## config.mk

```make
export PLATFORM = sky130hd
export DESIGN_NAME = serial_pwm_cmd_ctrl
export DESIGN_NICKNAME = d
export VERILOG_FILES = /design/src/rtl/serial_pwm_pkg.sv /design/src/rtl/dir_brake_seq.sv /design/src/rtl/serial_pwm_cmd_ctrl.sv
export SDC_FILE = /design/constraint.sdc
export NUM_CORES = 1
export LEC_CHECK = 0
export CAP_MARGIN = 10
export CORE_ASPECT_RATIO = 1.2
export CORE_MARGIN = 2
export CORE_UTILIZATION = 55
export DETAILED_ROUTE_END_ITERATION = 16
export DONT_BUFFER_PORTS = 1
export PLACE_DENSITY = 0.7
export REMOVE_ABC_BUFFERS = 1
export SETUP_SLACK_MARGIN = 0.5
export SYNTH_ARGS = -nofsm -noshare
export SYNTH_HDL_FRONTEND = slang
export SYNTH_SLANG_ARGS = --single-unit
```

## constraint.sdc

```tcl
create_clock -name CLK -period 4.6 [get_ports CLK]
set_clock_uncertainty 0.2 [all_clocks]
set_input_delay 0.69 -clock CLK [delete_from_list [all_inputs] [get_ports CLK]]
set_output_delay 0.69 -clock CLK [all_outputs]
set_load 0.01 [all_outputs]
```

## src/rtl/serial_pwm_pkg.sv

```systemverilog
// serial_pwm_pkg: FSM states, protocol bytes and saturating add shared by the Serial_PWM command path
package serial_pwm_pkg;
  typedef enum logic [2:0] {S_IDLE, S_CMD, S_ARG, S_SUM, S_EXEC, S_RESP} state_t;
  localparam logic [7:0] SYNC_BYTE = 8'hAA;
  localparam logic [7:0] CMD_DUTY  = 8'h01;
  localparam logic [7:0] CMD_DIR   = 8'h02;
  localparam logic [7:0] CMD_STOP  = 8'h03;
  localparam logic [7:0] CMD_START = 8'h04;
  localparam logic [7:0] CMD_QUERY = 8'h05;
  localparam logic [7:0] ACK       = 8'h06;
  localparam logic [7:0] NAK       = 8'h15;
  function automatic logic [7:0] sat_add(input logic [7:0] a, input logic [1:0] b);
    logic [8:0] s;
    s = {1'b0, a} + {7'b0, b};
    return s[8] ? 8'hFF : s[7:0];
  endfunction
endpackage

```

## src/rtl/dir_brake_seq.sv

```systemverilog
// dir_brake_seq: stored duty, direction register and dead-time brake on direction reversal
module dir_brake_seq #(
  parameter int DEAD_CYC = 1_000
) (
  input  logic       clk,
  input  logic       rst,
  input  logic       set_duty,
  input  logic       set_dir,
  input  logic       stop,
  input  logic [7:0] arg,
  output logic [7:0] duty,
  output logic       dir,
  output logic       brake_active
);
  localparam int CW = $clog2(DEAD_CYC + 1);
  logic [7:0] held;
  logic [CW-1:0] cnt;
  logic pend, brk_end, cur_dir;
  assign brk_end = brake_active && cnt == CW'(DEAD_CYC - 1);
  assign cur_dir = brk_end ? pend : dir;
  assign duty = brake_active ? 8'h00 : held;
  // dead-time countdown, deferred direction switch and stored duty updates
  always_ff @(posedge clk or posedge rst)
    if (rst) begin
      held <= 8'h00;
      cnt <= '0;
      pend <= 1'b0;
      dir <= 1'b0;
      brake_active <= 1'b0;
    end else begin
      cnt <= (brake_active && !brk_end) ? cnt + 1'b1 : '0;
      if (brk_end) begin
        brake_active <= 1'b0;
        dir <= pend;
      end
      if (set_duty) held <= arg;
      if (stop) begin
        held <= 8'h00;
        brake_active <= 1'b0;
        dir <= brake_active ? pend : dir;
      end
      if (set_dir && brake_active && !brk_end) pend <= arg[0];
      else if (set_dir && arg[0] != cur_dir && held != 8'h00) begin
        brake_active <= 1'b1;
        pend <= arg[0];
      end else if (set_dir) dir <= arg[0];
    end
endmodule

```

## src/rtl/serial_pwm_cmd_ctrl.sv

```systemverilog
// serial_pwm_cmd_ctrl: framed UART command parser programming PWM duty/dir/enable; SERIAL_PWM_ACK_EN adds ACK/NAK replies
module serial_pwm_cmd_ctrl
  import serial_pwm_pkg::*;
#(
  parameter int CLK_HZ      = 50_000_000,
  parameter int TIMEOUT_CYC = CLK_HZ / 100,
  parameter int DEAD_CYC    = 1_000
) (
  input  logic       CLK,
  input  logic       RESET,
  input  logic       rx_valid,
  input  logic [7:0] rx_data,
  input  logic       tx_ready,
  output logic       tx_valid,
  output logic [7:0] tx_data,
  output logic [7:0] duty,
  output logic       DIR,
  output logic       pwm_en,
  output logic [7:0] err_cnt
);
  localparam int TW = $clog2(TIMEOUT_CYC + 1);
  state_t st, nxt;
  logic [7:0] cmd, arg, tx_byte;
  logic [TW-1:0] tmo;
  logic [1:0] inc;
  logic second, two, tx_ld, tx_done, set_duty, set_dir, stop, start;
  logic brake_active, busy, tmo_hit, unknown;
  assign busy = st inside {S_CMD, S_ARG, S_SUM};
  assign tmo_hit = busy && !rx_valid && tmo == TW'(TIMEOUT_CYC - 1);
  assign unknown = cmd == 8'h00 || cmd > CMD_QUERY;
  // next state, command strobes, error increments and TX loads
  always_comb begin
    nxt = st;
    inc = 2'd0;
    {set_duty, set_dir, stop, start, tx_ld, tx_done, two} = '0;
    tx_byte = 8'h00;
    case (st)
      S_IDLE: nxt = (rx_valid && rx_data == SYNC_BYTE) ? S_CMD : S_IDLE;
      S_CMD, S_ARG: begin
        nxt = rx_valid ? (st == S_CMD ? S_ARG : S_SUM) : tmo_hit ? S_IDLE : st;
        inc = {1'b0, tmo_hit};
      end
      S_SUM: begin
        if (rx_valid && rx_data == cmd + arg) nxt = S_EXEC;
        else if (rx_valid) begin
          inc = 2'd1;
`ifdef SERIAL_PWM_ACK_EN
          nxt = S_RESP;
          tx_ld = 1'b1;
          tx_byte = NAK;
`else
          nxt = S_IDLE;
`endif
        end else if (tmo_hit) begin
          nxt = S_IDLE;
          inc = 2'd1;
        end
      end
      S_EXEC: begin
        inc = {1'b0, rx_valid} + {1'b0, unknown};
        set_duty = cmd == CMD_DUTY;
        set_dir = cmd == CMD_DIR;
        stop = cmd == CMD_STOP;
        start = cmd == CMD_START;
        two = cmd == CMD_QUERY;
`ifdef SERIAL_PWM_ACK_EN
        nxt = S_RESP;
        tx_ld = 1'b1;
        tx_byte = two ? {pwm_en, DIR, brake_active, 5'b0} : unknown ? NAK : ACK;
`else
        nxt = two ? S_RESP : S_IDLE;
        tx_ld = two;
        tx_byte = {pwm_en, DIR, brake_active, 5'b0};
`endif
      end
      S_RESP: begin
        inc = {1'b0, rx_valid};
        tx_ld = tx_ready && second;
        tx_done = tx_ready && !second;
        tx_byte = duty;
        nxt = tx_done ? S_IDLE : S_RESP;
      end
      default: nxt = S_IDLE;
    endcase
  end
  // FSM state register
  always_ff @(posedge CLK or posedge RESET)
    if (RESET) st <= S_IDLE;
    else st <= nxt;
  // frame capture, inter-byte timeout, error counter and TX holding registers
  always_ff @(posedge CLK or posedge RESET)
    if (RESET) begin
      cmd <= 8'h00;
      arg <= 8'h00;
      tmo <= '0;
      err_cnt <= 8'h00;
      tx_valid <= 1'b0;
      tx_data <= 8'h00;
      second <= 1'b0;
    end else begin
      if (rx_valid && st == S_CMD) cmd <= rx_data;
      if (rx_valid && st == S_ARG) arg <= rx_data;
      tmo <= (busy && !rx_valid && !tmo_hit) ? tmo + 1'b1 : '0;
      err_cnt <= sat_add(err_cnt, inc);
      if (tx_ld) begin
        tx_valid <= 1'b1;
        tx_data <= tx_byte;
        second <= two;
      end else if (tx_done) tx_valid <= 1'b0;
    end
  // PWM enable follows start/stop commands
  always_ff @(posedge CLK or posedge RESET)
    if (RESET) pwm_en <= 1'b0;
    else if (start || stop) pwm_en <= start;
  dir_brake_seq #(.DEAD_CYC(DEAD_CYC)) u_brake (
    .clk(CLK),
    .rst(RESET),
    .set_duty(set_duty),
    .set_dir(set_dir),
    .stop(stop),
    .arg(arg),
    .duty(duty),
    .dir(DIR),
    .brake_active(brake_active)
  );
endmodule

```

== Yosys cells after proc, flatten, opt, wreduce, memory -nomap -nowiden ==
Cells that the tools add are included.
Storage, ports and cells
  register bits: 78
  latch bits: 0
  bits in writable memories: 0
  ROM bits: 0
  bits of input ports: 12
  output and inout port bits: 27
  logic and storage cells: 105
  memories kept: 0
Cells by class
  add/sub/neg operators: 5
  multipliers: 0
  div/mod/pow operators: 0
  order comparisons: 1
  equal/unequal tests: 15
  shifts and indexed selects: 0
  multiplexer cells: 41
  bitwise operators: 0
  reduce and logical (&&, ||, !) cells: 29
Operator list (count)
  $mux 8: 4
  $mux 1: 25
  $add 19x1->19 const B: 1
  $eq 19x19->1 const B: 1
  $mux 19: 1
  $mux 3: 6
  $eq 8x2->1 const B: 2
  $eq 8x3->1 const B: 2
  $pmux 8 s2: 1
  $logic_and 1x1->1: 15
  $pmux 3 s5: 1
  $add 10x1->10 const B: 1
  $eq 10x10->1 const B: 1
  $mux 10: 1
  $add 8x2->9: 1
  $add 8x8->8: 1
  $eq 8x1->1 const B: 1
  $eq 8x8->1: 1
  $eq 8x8->1 const B: 1
  $gt 8x3->1 const B: 1
  $logic_not 8->1: 1
  $pmux 2 s4: 1
  $reduce_bool 8->1: 1
  $eq 3x2->1 const B: 2
  other kinds (11): 18

== Longest topological paths before layout ==
Gate-level depths: netlist (run 1).
  depth in word-level cells: 10
  depth in mapped cells: 15
  mapped depth without buffers: 15

== By module ==
From an unflattened synthesis (run 1), not the netlist that was laid out.
Unflattened totals
  cells, all modules: 422
  area, all modules: 4335.4 um^2
Modules (own cells, without submodules)
  serial_pwm_cmd_ctrl: times used 1, cells each 308, area an instance 3221.8 um^2
  dir_brake_seq: times used 1, cells each 114, area an instance 1113.6 um^2

== Least setup slack after synthesis (run 1) ==
OpenSTA, ideal clock, no wires.
  path type: flip-flop to flip-flop
  start: register cmd[0]
  end: register err_cnt[0]
  library setup time: 70 ps
  data arrival time: 3164 ps
  data required time: 4330 ps
  setup slack: 1166 ps
  stages on the path, launching flop included: 16
  path buffers: 0
  period minus slack after synthesis: 3434 ps
  path through: dfrtp_1 > ha_1 > fa_1 > a21o_1 > a311o_1 > a21oi_1 > xnor2_1 > nand4_1 > a21o_1 > ha_1 > inv_1 > fa_1 > nand2b_1 > nor2_1 > nand3_1 > nand2b_1
On the way
  longest elaborated chain between the ends: 7
RTL lines
  from (decl): RTL line serial_pwm_cmd_ctrl.sv:23  | logic [7:0] cmd, arg, tx_byte;
  from (signal assigned): RTL line serial_pwm_cmd_ctrl.sv:101  | if (rx_valid && st == S_CMD) cmd <= rx_data;
  $add 8x8->8: RTL line serial_pwm_cmd_ctrl.sv:44  | if (rx_valid && rx_data == cmd + arg) nxt = S_EXEC;
  $eq 8x8->1: RTL line serial_pwm_cmd_ctrl.sv:44
  $logic_and 1x1->1: RTL line serial_pwm_cmd_ctrl.sv:44
  $mux 1: RTL line serial_pwm_cmd_ctrl.sv:44
  $pmux 2 s4 *: RTL line serial_pwm_cmd_ctrl.sv:37  | case (st)
  $add 8x2->9 *: RTL line serial_pwm_pkg.sv:14  | s = {1'b0, a} + {7'b0, b};
  $mux 8 *: RTL line serial_pwm_pkg.sv:15  | return s[8] ? 8'hFF : s[7:0];
  to (signal assigned): RTL line serial_pwm_cmd_ctrl.sv:104  | err_cnt <= sat_add(err_cnt, inc);
  to (decl): RTL line serial_pwm_cmd_ctrl.sv:19  | output logic [7:0] err_cnt
Every way passes the cells marked *; elsewhere a longest branch is shown, timed or not.
A chain may end at the register's enable or synchronous reset.

== Final worst setup path (run 1) ==
  start: register arg[0]
  end: register err_cnt[5]
On the way
  longest elaborated chain between the ends: 7
RTL lines
  from (decl): RTL line serial_pwm_cmd_ctrl.sv:23
  from (signal assigned): RTL line serial_pwm_cmd_ctrl.sv:102  | if (rx_valid && st == S_ARG) arg <= rx_data;
  $add 8x8->8: RTL line serial_pwm_cmd_ctrl.sv:44
  $eq 8x8->1: RTL line serial_pwm_cmd_ctrl.sv:44
  $logic_and 1x1->1: RTL line serial_pwm_cmd_ctrl.sv:44
  $mux 1: RTL line serial_pwm_cmd_ctrl.sv:44
  $pmux 2 s4: RTL line serial_pwm_cmd_ctrl.sv:37
  $add 8x2->9: RTL line serial_pwm_pkg.sv:14
  $mux 8: RTL line serial_pwm_pkg.sv:15
Every way passes these cells.

==> flow_summary.yaml, run 1 <==
status:
  outcome: "completed"
setup_path:
  rr_worst_depth: 15
  r2r-end: "err_cnt[5]$_DFF_PP0_"
  critPathRequiredTime_ns: 4.69
  critical_path_class: "flip-flop to flip-flop"
  cp-start-kind: "flip-flop"
  cp-end-kind: "flip-flop"
  cp.arrival_ns: 3.86
  r2r_start: "arg[0]$_DFFE_PP0P_"
  reg2reg_slack_ns: 0.83
  critPathMaxFanout: 7
logic_synthesis:
  syn_avg_cell_area_um2: 9.78
  ys.flop_type: "dfrtp_1"
  ys_seq_elements: 78
  synth_area_mm2: 0.00416
  yosys.cell_types.count: 49
  yosysSeqAreaShare_pct: 47.0
  synth-async-reset-ratio_pct: 100
  synth_edf_count: 0
  ys_warn_count: 0
  syn_inst: 425
timing:
  max_freq_mhz: 265
  maxSlewHeadroom_pct: 42.7
  hold_viol_final: 0
  maxSlewViolCount: 0
  worst_slack_ns: 0.825
  period_minus_slack_ns: 3.77
  rsz0062_at_grt: "no"
  finalSetupTns_ns: 0
  setup_viol: 0
  fin_crit_sh_pct: 82.1
  worstMarginPinSlew_ns: 0.858
clock_network:
  clk_pin_slew_ns: 0.09
  htree_levels: 3
  cts_tree: "built"
  worstSkewPairLatency_ns: 0.36
  postCtsSetupRepairBufs: 0
  cts-hold-fix-buffers: 0
  cts-resized-gates: 0
  cts_buffers: 9
  cts_root_buf: "clkbuf_8"
  clkSinkCount: 78
  cts.path.max_buffers: 2
layout:
  final_common_cell: "dfrtp_1"
  final_nets: 453
  final_cell_mix: "dfrtp_1 (78), nor2_1 (50), nand2_1 (40), o21ai_0 (23), nand3_1 (23)"
  antenna_cells: 0
  drive_gt1_share_pct: 9.95
  area_delta_synth_final_pct: 6.89
route:
  ant_nets: 0
  wl_met2_um: 3880
  wirelength_um: 8230
  first_pass_iters: 4
  avgViaCountPerCell: 5.66
  wl_met1_um: 3910
  wl_per_cell_um: 15.8
  drt_iter0_markers: 111
  drc_errors: 0
  num_vias: 2955
  wl_met3_um: 253
  topRoutingLayerUsed: "met4"
job:
  drv_cap: 0
global_route:
  grt-ovfl-total: 0
  grt_pass1_wl_um: 14300
  first_global_vias: 3016
  antenna_found_initial: 0
  groute.usage.overall_pct: 21.6
  grt_start_max_net_pins: 46
floorplan:
  die_area_mm2: 0.00827
  boundaryPins: 39
  std_cell_rows: 34
  die_w_um: 83.4
  die-height_um: 99.2
  start_util_pct: 57.1
  core-area_mm2: 0.00727
power_and_ir_drop:
  power_density_mw_per_mm2: 495
  vdd_ir_drop_max_mv: 0.360
  p_leak_nw: 1.96
placement:
  portBuffers: 0
  pre_cts_ws_ns: 0.826
  place_congestion: 0.889
  post-dp-hpwl_um: 6060
min_path:
  worstHoldPathType: "primary input to asynchronous set/reset pin"
logic make-up (layout without fill, tap and decap cells):
logic type | Yosys count | after routing | synth area share [%]
AOI/OAI and AO/OA | 57 | 57 | 8.10
xor gates and xnor gates | 37 | 37 | 7.80
adders and majority gates | 14 | 14 | 4.58
buffers and inverters | 30 | 37 | 2.83
DFF | 78 | 78 | 47.0
muxes | 21 | 21 | 5.66
and+or+nand+nor | 188 | 188 | 24.1
critical path, stage by stage (launching register included):
cell and delay (ns):
dfrtp_1 0.46, ha_1 0.24, fa_1 0.41, a21o_1 0.19, a311o_1 0.35, a21oi_1 0.17, xnor2_1 0.08, nand4_1 0.12
a21o_1 0.15, ha_1 0.16, inv_1 0.05, fa_1 0.40, nand2b_1 0.19, nor2_1 0.20, nand3_1 0.22, nand3_1 0.12
stage by stage:
step	cells	utilization [%]	hold slack [ns]	instance area, um^2	total power, mW
6_report	522	61.1	0.0497	4440	2.20
5_1_grt	522	61.1	0.0860	4440	2.35
4_1_cts	522	61.1	0.0640	4440	2.22
3_5_place_dp	506	58.2	0.288	4240	1.68
3_3_place_gp	506	58.2	0.275	4240	1.67
2_1_floorplan	415	-	0.248	4110	1.52
worst max path at each step:
stage | from | end | slack, ns
2_1_floorplan | cmd[0]$_DFFE_PP0P_ | err_cnt[0]$_DFF_PP0_ | 1.17
3_3_place_gp | cmd[0]$_DFFE_PP0P_ | err_cnt[0]$_DFF_PP0_ | 0.93
3_5_place_dp | cmd[0]$_DFFE_PP0P_ | err_cnt[0]$_DFF_PP0_ | 0.83
4_1_cts | arg[0]$_DFFE_PP0P_ | err_cnt[5]$_DFF_PP0_ | 0.81
5_1_grt | arg[0]$_DFFE_PP0P_ | err_cnt[5]$_DFF_PP0_ | 0.59
6_report | arg[0]$_DFFE_PP0P_ | err_cnt[5]$_DFF_PP0_ | 0.83
report_power, final:
| group | switching (mW) | leakage, nW | internal, mW |
|---|---|---|---|
| registers | 0.181 | 1.04 | 0.794 |
| logic | 0.328 | 0.820 | 0.361 |
| clock network | 0.267 | 0.0951 | 0.268 |
| total | 0.775 | 1.96 | 1.42 |
flip-flops by register name (all words and copies together), names as in the netlist:
register and flops:
arg 8, cmd 8, err_cnt 8, pwm_en 1
second 1, st 3, tmo 19, tx_data 8
tx_valid 1, u_brake.brake_active 1, u_brake.cnt 10, u_brake.dir 1
u_brake.held 8, u_brake.pend 1
cell type report:
class / count / area [um^2]
clock buffer: 10 / 138
clock inverter: 6 / 70.1
fill: 621 / 2830
inverter: 20 / 76.3
multi-input combinational: 317 / 2090
sequential: 78 / 1950
tap: 90 / 113
timing repair buffer: 1 / 7.51
Yosys cell counts (all sizes together), types with 5 or more instances:
cell type | n | share of area, %
a21o | 6 | 1.1
a21oi | 17 | 2.0
and3 | 7 | 1.1
clkbuf | 6 | 0.54
dfrtp | 78 | 47
ha | 12 | 3.6
inv | 20 | 1.8
mux2 | 17 | 4.6
nand2 | 40 | 3.6
nand2b | 6 | 0.90
nand3 | 23 | 2.8
nand3b | 10 | 1.8
nand4 | 8 | 1.2
nor2 | 50 | 4.5
nor3 | 10 | 1.2
nor3b | 6 | 1.7
nor4 | 5 | 1.3
o21ai | 23 | 2.8
or3 | 9 | 1.4
xnor2 | 16 | 3.4
xor2 | 21 | 4.4
layer usage:
layer	vias to the layer above	GRT usage, %
met2	42	35.3
met1	1416	28.1
met4	0	9.46
met5	-	0
met3	14	4.48
li1	1483	-
Power figures use the tool's default switching activity.
==> run 2, diff against run 1 <==
- clock period: 4.6 -> 3.8 ns (I/O delays scaled with it)
==> flow_summary.yaml, run 2 (synthesis results as in run 1) <==
global_route:
  antenna_found_initial: 0
  first_global_vias: 2986
  grt_start_max_net_pins: 62
  grt-ovfl-total: 0
  grt_pass1_wl_um: 14900
  groute.usage.overall_pct: 22.7
setup_path:
  critPathRequiredTime_ns: 3.89
  cp-end-kind: "flip-flop"
  critical_path_class: "flip-flop to flip-flop"
  cp-start-kind: "flip-flop"
  cp.arrival_ns: 3.49
  slowest_delay_ns: 0.39
  path_cells: "ha_2 -> fa_2 -> a21o_1 -> a311o_1 -> a21oi_2 -> xnor2_1 -> nand4_1 -> a21o_1 -> ha_4 -> inv_2 -> fa_2 -> nand2b_4 -> nor2_4 -> nand3_4 -> nand2b_1"
  critPathMaxFanout: 6
  slowest_stage: "dfrtp_1"
route:
  ant_nets: 0
  avgViaCountPerCell: 5.73
  drc_errors: 0
  wirelength_um: 9000
  num_vias: 3076
  first_pass_iters: 4
  wl_per_cell_um: 16.8
  drt_iter0_markers: 134
timing:
  rsz0062_at_grt: "yes"
  period_minus_slack_ns: 3.40
  finalSetupTns_ns: 0
  maxSlewViolCount: 0
  hold_viol_final: 0
  holdWs_ns: 0.140
  fin_crit_sh_pct: 89.5
  maxSlewHeadroom_pct: 37.0
  setup_viol: 0
  worstMarginPinSlew_ns: 0.945
  max_freq_mhz: 294
layout:
  final_cell_mix: "dfrtp_1 (78), nor2_1 (49), nand2_1 (37), o21ai_0 (23)"
  final_common_cell: "dfrtp_1"
  drive_gt1_share_pct: 16.1
  nFillCells: 609
  area_delta_synth_final_pct: 12.0
  final_cell_area_mm2: 0.00466
  fin_util_pct: 64.0
  regMostFlops: "tmo"
  multiInputGateArea_mm2: 0.00217
  largest_register_ff_count: 19
  regArea_mm2: 0.00195
  top_regs: "tmo x19, u_brake.cnt x10"
  final_nets: 469
  antenna_cells: 0
clock_network:
  clk_pin_slew_ns: 0.08
  cts_root_buf: "clkbuf_8"
  cts_buffers: 9
  cts_tree: "built"
  htree_levels: 3
  clkSinkCount: 78
  cts.path.max_buffers: 2
  worstSkewPairLatency_ns: 0.35
floorplan:
  start_util_pct: 57.1
  boundaryPins: 39
  core-area_mm2: 0.00727
  die-height_um: 99.2
  die_area_mm2: 0.00827
  std_cell_rows: 34
  die_w_um: 83.4
min_path:
  worstHoldPathType: "primary input to flip-flop"
placement:
  place_congestion: 0.814
  portBuffers: 0
  place_area_mm2: 0.00427
  post-dp-hpwl_um: 6310
job:
  drv_cap: 0
power_and_ir_drop:
  p_leak_nw: 2.07
  totalPowerFinal_mw: 2.79
  power_density_mw_per_mm2: 600
  vdd_ir_drop_max_mv: 0.472
status:
  outcome: "completed"
## run 2: area by class of cell
type	count	share of cell area, %
clock buffer	10	2.74
clock inverter	5	1.26
inverter	20	1.64
multi-input combinational	317	46.6
sequential	78	41.9
tap	90	2.42
timing repair buffer	17	3.39
## run 2: what timing repair did
action | 4_1_cts | 5_1_grt
resized for setup | 13 | 10
hold buffers | 0 | 1
buffers inserted | 6 | 4
setup endpoints to repair | 8 | 8
pin swaps | 11 | 14
hold endpoints to repair | 0 | 10
## run 2: final timing paths
| kind | start | cells past startpoint | slack, ns | endpoint |
|---|---|---|---|---|
| max | cmd[0]$_DFFE_PP0P_ | 15 | 0.40 | err_cnt[0]$_DFF_PP0_ |
| min | rx_data[7] | 2 | 0.14 | cmd[7]$_DFFE_PP0P_ |
| max reg2reg | cmd[0]$_DFFE_PP0P_ | 15 | 0.40 | err_cnt[0]$_DFF_PP0_ |
| min reg2reg | tmo[0]$_DFF_PP0_ | 1 | 0.29 | tmo[0]$_DFF_PP0_ |
| max in group asynchronous | RESET | 4 | 2.21 | arg[5]$_DFFE_PP0P_ |
| min in group asynchronous | RESET | 2 | 0.38 | u_brake.cnt[5]$_DFF_PP0_ |
## run 2: layer usage
metal | wire length (um) | global-route usage (%) | part of all wire (%)
met1 | 3950 | 28.6 | 44
met5 | 0 | 0 | 0
met2 | 4630 | 38.6 | 51
met4 | 153 | 9.96 | 1.7
met3 | 270 | 3.90 | 3.0
## run 2: power breakdown
group / total (mW) / switching, mW / internal, mW
sequential: 1.16 / 0.196 / 0.961
clock: 0.618 / 0.317 / 0.301
combinational: 1.02 / 0.494 / 0.525
total: 2.79 / 1.01 / 1.79
## run 2: worst max-delay path: cells and delay by family (launching register included)
kind / cells / cell delay, ns
adders and majority gates: 4 / 1.07
AOI/OAI and AO/OA: 4 / 0.90
and+or+nand+nor: 5 / 0.66
DFF: 1 / 0.39
xor gates and xnor gates: 1 / 0.08
buffers and inverters: 1 / 0.04
## run 2: metrics by stage
stage | setup WS, ns | cells
after floorplan | 0.366 | 415
after global placement | 0.216 | 510
after detailed placement | 0.143 | 510
after CTS | 0.499 | 531
after global routing | 0.332 | 537
final | 0.401 | 537
==> run 3, diff against run 2 <==
- CTS_BUF_LIST: unset -> sky130_fd_sc_hd__clkbuf_2 sky130_fd_sc_hd__clkbuf_4 sky130_fd_sc_hd__clkbuf_8
==> flow_summary.yaml, run 3 (synthesis results as in run 1) <==
power_and_ir_drop:
  power_density_mw_per_mm2: 601
  p_leak_nw: 2.07
  vdd_ir_drop_max_mv: 0.472
  totalPowerFinal_mw: 2.80
timing:
  finalSetupTns_ns: 0
  rsz0062_at_grt: "yes"
  hold_viol_final: 0
  worstMarginPinSlew_ns: 0.945
  maxSlewHeadroom_pct: 37.0
  maxSlewViolCount: 0
  setup_viol: 0
  period_minus_slack_ns: 3.40
  max_freq_mhz: 294
  fin_crit_sh_pct: 89.5
layout:
  final_nets: 469
  stdcell_count: 537
  final_cell_mix: "dfrtp_1 (78), nor2_1 (49), nand2_1 (37), o21ai_0 (23)"
  nFillCells: 607
  regMostFlops: "tmo"
  area_delta_synth_final_pct: 12.1
  multiInputGateArea_mm2: 0.00217
  top_regs: "tmo x19, u_brake.cnt x10"
  largest_register_ff_count: 19
  antenna_cells: 0
  final_common_cell: "dfrtp_1"
  regArea_mm2: 0.00195
  drive_gt1_share_pct: 16.3
  fin_util_pct: 64.1
route:
  ant_nets: 0
  avgViaCountPerCell: 5.73
  wl_per_cell_um: 16.7
  drt_iter0_markers: 134
  first_pass_iters: 4
  num_vias: 3076
  wirelength_um: 8990
  drc_errors: 0
clock_network:
  cts_buffers: 9
  htree_levels: 3
  clkSinkCount: 78
  clk_pin_slew_ns: 0.08
  worstSkewPairLatency_ns: 0.35
  cts_tree: "built"
  cts_root_buf: "clkbuf_8"
  cts.path.max_buffers: 2
min_path:
  worstHoldPathType: "primary input to flip-flop"
placement:
  post-dp-hpwl_um: 6310
  place_inst: 510
  place_congestion: 0.814
  portBuffers: 0
setup_path:
  cp-end-kind: "flip-flop"
  reg2reg_slack_ns: 0.40
  critPathRequiredTime_ns: 3.89
  cp-start-kind: "flip-flop"
  critPathMaxFanout: 6
  critical_path_class: "flip-flop to flip-flop"
  cp.arrival_ns: 3.49
global_route:
  grt-ovfl-total: 0
  grt_pass1_wl_um: 14900
  antenna_found_initial: 0
  first_global_vias: 2986
  groute.usage.overall_pct: 22.7
  grt_start_max_net_pins: 62
floorplan:
  boundaryPins: 39
  die_area_mm2: 0.00827
  start_util_pct: 57.1
  std_cell_rows: 34
  core-area_mm2: 0.00727
  die_w_um: 83.4
  die-height_um: 99.2
job:
  drv_cap: 0
status:
  outcome: "completed"
-- run 3: per-stage QoR --
step	hold WS (ns)	area, um^2	setup slack, ns
final	0.140	4660	0.401
after global routing	0.143	4660	0.332
after CTS	0.136	4550	0.499
after detailed placement	0.278	4270	0.143
after global placement	0.274	4270	0.216
after floorplan	0.248	4110	0.366
-- run 3: where the power goes --
group          total [mW]  leakage [nW]  internal, mW  switching (mW)
Clock               0.625        0.0922         0.309           0.316
Combinational        1.02         0.938         0.525           0.494
Sequential           1.16          1.04         0.961           0.196
Total                2.80          2.07          1.79            1.01
-- run 3: layer usage --
layer	wire length, um	vias to the layer above	part of all wire, %	GRT usage (%)
met5	0	-	0	0
met4	153	0	1.7	9.96
met3	270	13	3.0	3.90
met2	4620	43	51	38.6
met1	3950	1506	44	28.6
li1	-	1514	-	-
-- run 3: final timing paths --
kind                                          from                       end  cells past startpoint
worst max-delay path            cmd[0]$_DFFE_PP0P_      err_cnt[0]$_DFF_PP0_                     15
worst min-delay path                    rx_data[7]        cmd[7]$_DFFE_PP0P_                      2
worst max register to register  cmd[0]$_DFFE_PP0P_      err_cnt[0]$_DFF_PP0_                     15
min in group asynchronous                    RESET  u_brake.cnt[4]$_DFF_PP0_                      2
worst min register to register    tmo[0]$_DFF_PP0_          tmo[0]$_DFF_PP0_                      1
max in group asynchronous                    RESET        arg[5]$_DFFE_PP0P_                      4
-- run 3: critical path: stages (launching register included) --
cell      delay [ns]
dfrtp_1         0.39
ha_2            0.21
fa_2            0.35
a21o_1          0.19
a311o_1         0.37
a21oi_2         0.15
xnor2_1         0.08
nand4_1         0.10
a21o_1          0.19
ha_4            0.16
inv_2           0.04
fa_2            0.35
nand2b_4        0.17
nor2_4          0.16
nand3_4         0.13
nand2b_1        0.10
-- run 3: cell type report --
type                    count  area share [%]
clock buffers              10            2.82
clock inverters             5            1.26
inverters                  20            1.64
multi-input cells         317            46.6
flip-flops and latches     78            41.9
well taps                  90            2.42
repair buffers             17            3.38
-- run 3: what timing repair did --
action | in CTS | in global routing
hold endpoints to repair | 0 | 10
endpoints found under the setup margin | 8 | 8
resized for setup | 13 | 10
gates cloned | 0 | 0
pin swaps | 11 | 14
setup buffers | 6 | 4
hold buffers | 0 | 1
